**config.mk**
```make
export PLATFORM = sky130hd
export DESIGN_NAME = switch_ring_sched
export DESIGN_NICKNAME = d
export VERILOG_FILES = /design/src/rtl/switch_ring_sched.sv
export SDC_FILE = /design/constraint.sdc
export NUM_CORES = 1
export LEC_CHECK = 0
export ABC_AREA = 1
export CAP_MARGIN = 20
export CELL_PAD_IN_SITES_DETAIL_PLACEMENT = 0
export CELL_PAD_IN_SITES_GLOBAL_PLACEMENT = 1
export CORE_ASPECT_RATIO = 0.75
export CORE_MARGIN = 2
export CORE_UTILIZATION = 45
export CTS_CLUSTER_SIZE = 8
export DETAILED_ROUTE_END_ITERATION = 12
export HOLD_SLACK_MARGIN = 0.06
export PLACE_DENSITY_LB_ADDON = 0.25
export SETUP_SLACK_MARGIN = 0.4
export SYNTH_ARGS = -nofsm -noshare
export SYNTH_HDL_FRONTEND = slang
export SYNTH_SLANG_ARGS = --single-unit
```
**constraint.sdc**
```tcl
create_clock -name clk -period 3.4 [get_ports clk]
set_input_delay 1.02 -clock clk [delete_from_list [all_inputs] [get_ports clk]]
set_output_delay 1.02 -clock clk [all_outputs]
set_load 0.02 [all_outputs]
```
**src/rtl/switch_ring_sched.sv**
```systemverilog
// Phase sequencer and injection arbiter for the 4-port switch ring.
// Alternates CHECK/SHIFT rounds and grants one requester per SHIFT (round-robin with starvation escalation).
module switch_ring_sched #(
  parameter int unsigned STARVE_LIMIT = 8,
  parameter int unsigned CNT_W        = 16
) (
  input  logic             clk,
  input  logic             reset,
  input  logic             run,
  input  logic             slot_free,
  input  logic [3:0]       req,
  output logic             phase_check,
  output logic             phase_shift,
  output logic [3:0]       gnt,
  output logic [3:0]       starve,
  output logic [CNT_W-1:0] gnt_total
);

  typedef enum logic [1:0] {
    ST_IDLE  = 2'd0,
    ST_CHECK = 2'd1,
    ST_SHIFT = 2'd2
  } state_t;

  localparam logic [7:0]       LIMIT   = 8'(STARVE_LIMIT);
  localparam logic [CNT_W-1:0] CNT_MAX = {CNT_W{1'b1}};

  state_t           r_state;
  logic             r_phase_check;
  logic             r_phase_shift;
  logic [3:0]       r_gnt;
  logic [3:0]       r_starve;
  logic [CNT_W-1:0] r_gnt_total;
  logic [1:0]       r_ptr;
  logic [7:0]       r_wait [4];

  logic [3:0]       w_gnt;
  logic [1:0]       w_idx;
  logic [3:0]       w_starved_req;
  logic [7:0]       w_wait_nxt [4];

  function automatic logic [1:0] first_set(input logic [3:0] v);
    logic [1:0] idx;
    casez (v)
      4'b???1: idx = 2'd0;
      4'b??10: idx = 2'd1;
      4'b?100: idx = 2'd2;
      4'b1000: idx = 2'd3;
      default: idx = 2'd0;
    endcase
    return idx;
  endfunction

  // Rotate so that bit 0 of the result is v[p].
  function automatic logic [3:0] rotate(input logic [3:0] v, input logic [1:0] p);
    logic [3:0] r;
    case (p)
      2'd0:    r = v;
      2'd1:    r = {v[0], v[3:1]};
      2'd2:    r = {v[1:0], v[3:2]};
      2'd3:    r = {v[2:0], v[3]};
      default: r = v;
    endcase
    return r;
  endfunction

  // Grant selection: starved requesters first (lowest index), then round-robin from ptr.
  always_comb begin
    w_starved_req = r_starve & req;
    w_idx         = 2'd0;
    w_gnt         = 4'b0000;
    if (slot_free && (req != 4'b0000)) begin
      if (w_starved_req != 4'b0000) begin
        w_idx = first_set(w_starved_req);
      end else begin
        w_idx = r_ptr + first_set(rotate(req, r_ptr));
      end
      w_gnt = 4'b0001 << w_idx;
    end else begin
      w_gnt = 4'b0000;
    end
  end

  // Next wait count per port, applied only on the CHECK->SHIFT edge.
  always_comb begin
    for (int i = 0; i < 4; i++) begin
      w_wait_nxt[i] = 8'd0;
      if (req[i] && !w_gnt[i]) begin
        w_wait_nxt[i] = (r_wait[i] < LIMIT) ? (r_wait[i] + 8'd1) : LIMIT;
      end else begin
        w_wait_nxt[i] = 8'd0;
      end
    end
  end

  // Phase FSM with registered phase decodes, grant, starvation and grant counter.
  always_ff @(posedge clk or posedge reset) begin
    if (reset) begin
      r_state       <= ST_IDLE;
      r_phase_check <= 1'b0;
      r_phase_shift <= 1'b0;
      r_gnt         <= 4'b0000;
      r_starve      <= 4'b0000;
      r_gnt_total   <= {CNT_W{1'b0}};
      r_ptr         <= 2'd0;
      for (int i = 0; i < 4; i++) begin
        r_wait[i] <= 8'd0;
      end
    end else begin
      case (r_state)
        ST_IDLE: begin
          r_phase_shift <= 1'b0;
          r_gnt         <= 4'b0000;
          if (run) begin
            r_state       <= ST_CHECK;
            r_phase_check <= 1'b1;
          end else begin
            r_state       <= ST_IDLE;
            r_phase_check <= 1'b0;
          end
        end
        ST_CHECK: begin
          r_state       <= ST_SHIFT;
          r_phase_check <= 1'b0;
          r_phase_shift <= 1'b1;
          r_gnt         <= w_gnt;
          for (int i = 0; i < 4; i++) begin
            r_wait[i]   <= w_wait_nxt[i];
            r_starve[i] <= (w_wait_nxt[i] == LIMIT);
          end
          if (w_gnt != 4'b0000) begin
            r_ptr <= w_idx + 2'd1;
            if (r_gnt_total != CNT_MAX) begin
              r_gnt_total <= r_gnt_total + {{(CNT_W-1){1'b0}}, 1'b1};
            end
          end
        end
        ST_SHIFT: begin
          r_phase_shift <= 1'b0;
          r_gnt         <= 4'b0000;
          if (run) begin
            r_state       <= ST_CHECK;
            r_phase_check <= 1'b1;
          end else begin
            r_state       <= ST_IDLE;
            r_phase_check <= 1'b0;
          end
        end
        default: begin
          r_state       <= ST_IDLE;
          r_phase_check <= 1'b0;
          r_phase_shift <= 1'b0;
          r_gnt         <= 4'b0000;
        end
      endcase
    end
  end

  assign phase_check = r_phase_check;
  assign phase_shift = r_phase_shift;
  assign gnt         = r_gnt;
  assign starve      = r_starve;
  assign gnt_total   = r_gnt_total;

endmodule

```
==> results.md <==
- Status: complete, no violations
- Wirelength per Cell: 11.5 microns
- Nets: 415
- Crit path max fanout: 5
- Final std cells w/o fill: 490
- Max_slew headroom: 0.505
- DRC violations left: 0
- # rows: 26
- Clock Sinks: 60
- Syn nets: around 370
- Synth top area cells: dfrtp_1 (49%), nand2_1 (6.6%), nor2_1 (6.1%)
- DR pass1 iterations: 4
- Worst-margin pin slew: approximately 0.74 ns
- Critical path depth in cells: 16
- #FFs+latches synth: 60
- Register area share after synthesis: 0.489
- Unrepaired setup endpoints after global routing: false
- Worst Skew: 0.00928 ns
- Initial antenna violation count: 0
- First-iteration detailed-routing DRC count: 153
- CP Cell Sequence: dlymetal6s2s_1 -> or2_0 -> nand2_1 -> o21ai_0 -> a21oi_1 -> ha_1 -> xor2_1 -> inv_1 -> nand2_2 -> nand3_4 -> nand3_2 -> nand2_2 -> inv_2 -> o21ai_2 -> nand2_1 -> nand2_1
- Worst hold path startpoint: phase_check$_DFF_PP0_
- CP required: 3.62 ns
- H-tree Lvls: 3
- Hold path depth: 1
- R2R setup slack: 0.90 ns
- Gr usage total: 0.169
- Die span in y: 75.5 microns
- Netlist cell types: 33
- RR Endpoint: starve[0]$_DFFE_PP0P_
- Mapped Area: 0.00307 sq mm
- Hold-fix buffer count after cts: 0
- # Post-CTS Setup Buffers: 0
- Antenna-violating nets left: 0
- Worst Slack Setup Final: 0.764 ns
- DP Worst Slack: 0.00170 ns
- Slowest-stage cell, CP: or2_0
- Top Ports: 34
- Ant diodes: 0
- Layout cells sized above 1: 0.160
- CTS tree: done
- Worst hold path class: reg2reg
- Met1 Wirelength: 3020 microns
- Clk slew on worst S/H paths: 0.07 ns
- Placed cell count: 474
- Critical path arrival: approximately 2.9 ns
- Max_cap viols: 0
- Hold Path End: phase_check$_DFF_PP0_
- Min cycle time layout: 2.64 ns
- Sw Ratio: 0.374
- Die ar.: 0.00750 sq mm
- Post-Syn Area per Cell: 8.55 sq um
- Drt total wl: 5650 microns
- Register share of total power: 0.360
- Post-synth top area cell: dfrtp_1
- Total gr overflow: 0
- Final setup viols: 0
- Port bufs: 33
- Yosys warnings: 0
- Reg2Reg Depth: 17
- Highest routed metal layer: met4
- FMAX: 379 MHz
- Kind of end point of the critical path: flop
- Synth Instances: 359
- Core area: 0.00670 sq mm
- Buffer depth of the longest clock path: 2
- Gpl congestion: between 0.8 and 0.9
- Initial core utilization: 0.458
- Vias: 2,369
- Met2 WL: around 2400 microns
- Worst setup startpoint: req[2]
- Synth-to-layout area growth: 21.9%
- Die width: 99.4 microns
- Slowest cell delay on critical path: 0.23 ns
- Worst reg2reg startpoint: r_ptr[1]$_DFFE_PP0P_
- Clock Tree Root: clkbuf_8
- Tot Pwr: 2640 uW
- Detail-routed via count per cell: 4.83
- Sw power: around 990 uW
- Leak Pwr: 0.00189 uW
- Worst vdd ir: 0.000282 V
- CP startpoint kind: input pin
- First-pass GRT wire length: 9910 microns
- Clock Power Share: 0.263
- Internal: roughly 1700 uW
- Vias in the first global route: 2,150
- Placed wire-length estimate: 4090 microns
- Combinational share of power: 0.378
- Crit-path most repeated cell: nand2_1
- Delay-heaviest family, CP: simple AND/OR/NAND/NOR gates
- Final setup TNS: 0 ns
- Area share of the largest cell type after synthesis: 0.489
- Power Density: 706 mW/mm^2
- Met3 WL: between 150 and 200 microns
- Slew Viols, Final: 0
- Final hold viol count: 0
- Final worst-path cycle share: 0.775
- Setup Crit Path Kind: in2reg
- Largest net degree at the start of global routing: 61
- Buf+Inv Stages, Crit Path: 3
- CTS Buf Count: 9
- Clk_lat worst skew: 0.33 ns
-- power by group through the flow --
stage	clock [uW]	sequential (uW)	combinational (uW)
CTS	716	948	994
finish	694	949	997
global placement	0	958	975
floorplan	0	969	727
detailed placement	0	960	986
global route	746	969	1120
-- area by class of cell --
cell class              count  area, sq um
fillers                   649         2960
flip-flops and latches     60         1500
clock inverters             5         75.1
clock buffers              11          141
well taps                  84          105
multi-input cells         235         1320
repair buffers             41          400
inverters                  54          203
-- routing by layer --
metal  vias to the layer above  track usage
met2                        24        0.249
li1                       1226            -
met4                         0       0.0578
met5                         -            0
met1                      1114        0.241
met3                         5       0.0523
-- cells in the final DEF, fill, tap and decap left out, types with 4 or more instances in the layout --
cell type,instances
inv_2,7
o21ai_1,9
nor2_1,49
inv_1,47
o21ai_2,4
buf_4,8
nor2_2,5
ha_1,6
clkbuf_8,10
nand2_2,5
nand4_1,8
clkdlybuf4s50_1,29
dfrtp_1,60
xor2_1,9
nand3_1,33
a21oi_1,5
nor3_1,8
nand2_1,54
nand3_2,6
dlymetal6s2s_1,4
xnor2_1,6
nand2_4,4
o21ai_0,8
-- kinds of logic (layout without fill, tap and decap cells) --
family	count (synthesis)	count (layout)	synth area share
simple gates	183	183	0.300
buf+inv	64	111	0.0860
flops	60	60	0.489
compound gates	31	31	0.0579
xor+xnor	15	15	0.0428
fa+ha+maj	6	6	0.0245
-- worst max path at each step --
stage	to	slack, ns
6_report	starve[0]$_DFFE_PP0P_	0.76
3_3_place_gp	starve[2]$_DFFE_PP0P_	0.08
5_1_grt	starve[0]$_DFFE_PP0P_	0.61
3_5_place_dp	starve[1]$_DFFE_PP0P_	0.002
2_1_floorplan	r_wait[25]$_DFFE_PP0P_	0.55
4_1_cts	starve[0]$_DFFE_PP0P_	0.41
-- flip-flops by register name, summed over array words and instances, names as in the netlist --
| register | flops |
|---|---|
| phase_shift | 1 |
| r_wait | 32 |
| gnt | 4 |
| gnt_total | 16 |
| starve | 4 |
| phase_check | 1 |
| r_ptr | 2 |
-- per-stage QoR --
stage               utilization  area (sq um)  hold slack [ns]
floorplan                     -          3070            0.454
global placement          0.523          3500            0.458
detailed placement        0.523          3500            0.471
CTS                       0.555          3720            0.479
global route              0.558          3740            0.498
finish                    0.558          3740            0.473
-- worst reg2reg max path: stages, from the launching register on --
cell,delay [ns]
dfrtp_1,0.52
nor2_2,0.20
inv_2,0.07
or2_0,0.19
nand2_1,0.09
o21ai_0,0.09
a21oi_1,0.15
ha_1,0.17
xor2_1,0.21
inv_1,0.08
nand2_2,0.09
nand3_4,0.10
nand3_2,0.10
nand2_2,0.08
inv_2,0.09
o21ai_2,0.06
nand2_1,0.08
nand2_1,0.05
-- synthesized netlist by cell type --
library cell  instances
a21o_1                1
a21oi_1               6
a31oi_1               2
buf_1                 1
buf_2                 1
buf_4                 4
buf_6                 1
clkbuf_1              3
dfrtp_1              60
ha_1                  6
inv_1                48
inv_2                 6
nand2_1              54
nand2_2               5
nand2_4               4
nand3_1              33
nand3_2               6
nand3_4               1
nand4_1               8
nand4_2               2
nor2_1               50
nor2_2                5
nor2_4                2
nor3_1                8
nor3_4                1
o211ai_1              1
o21ai_0               8
o21ai_1               9
o21ai_2               4
or2_0                 1
or2_2                 3
xnor2_1               6
xor2_1                9
-- repair_timing --
action / CTS / global route
gates resized for setup: 1 / 6
hold endpoints to repair: 0 / 0
setup endpoints to repair: 3 / 22
Power figures use the tool's default switching activity.
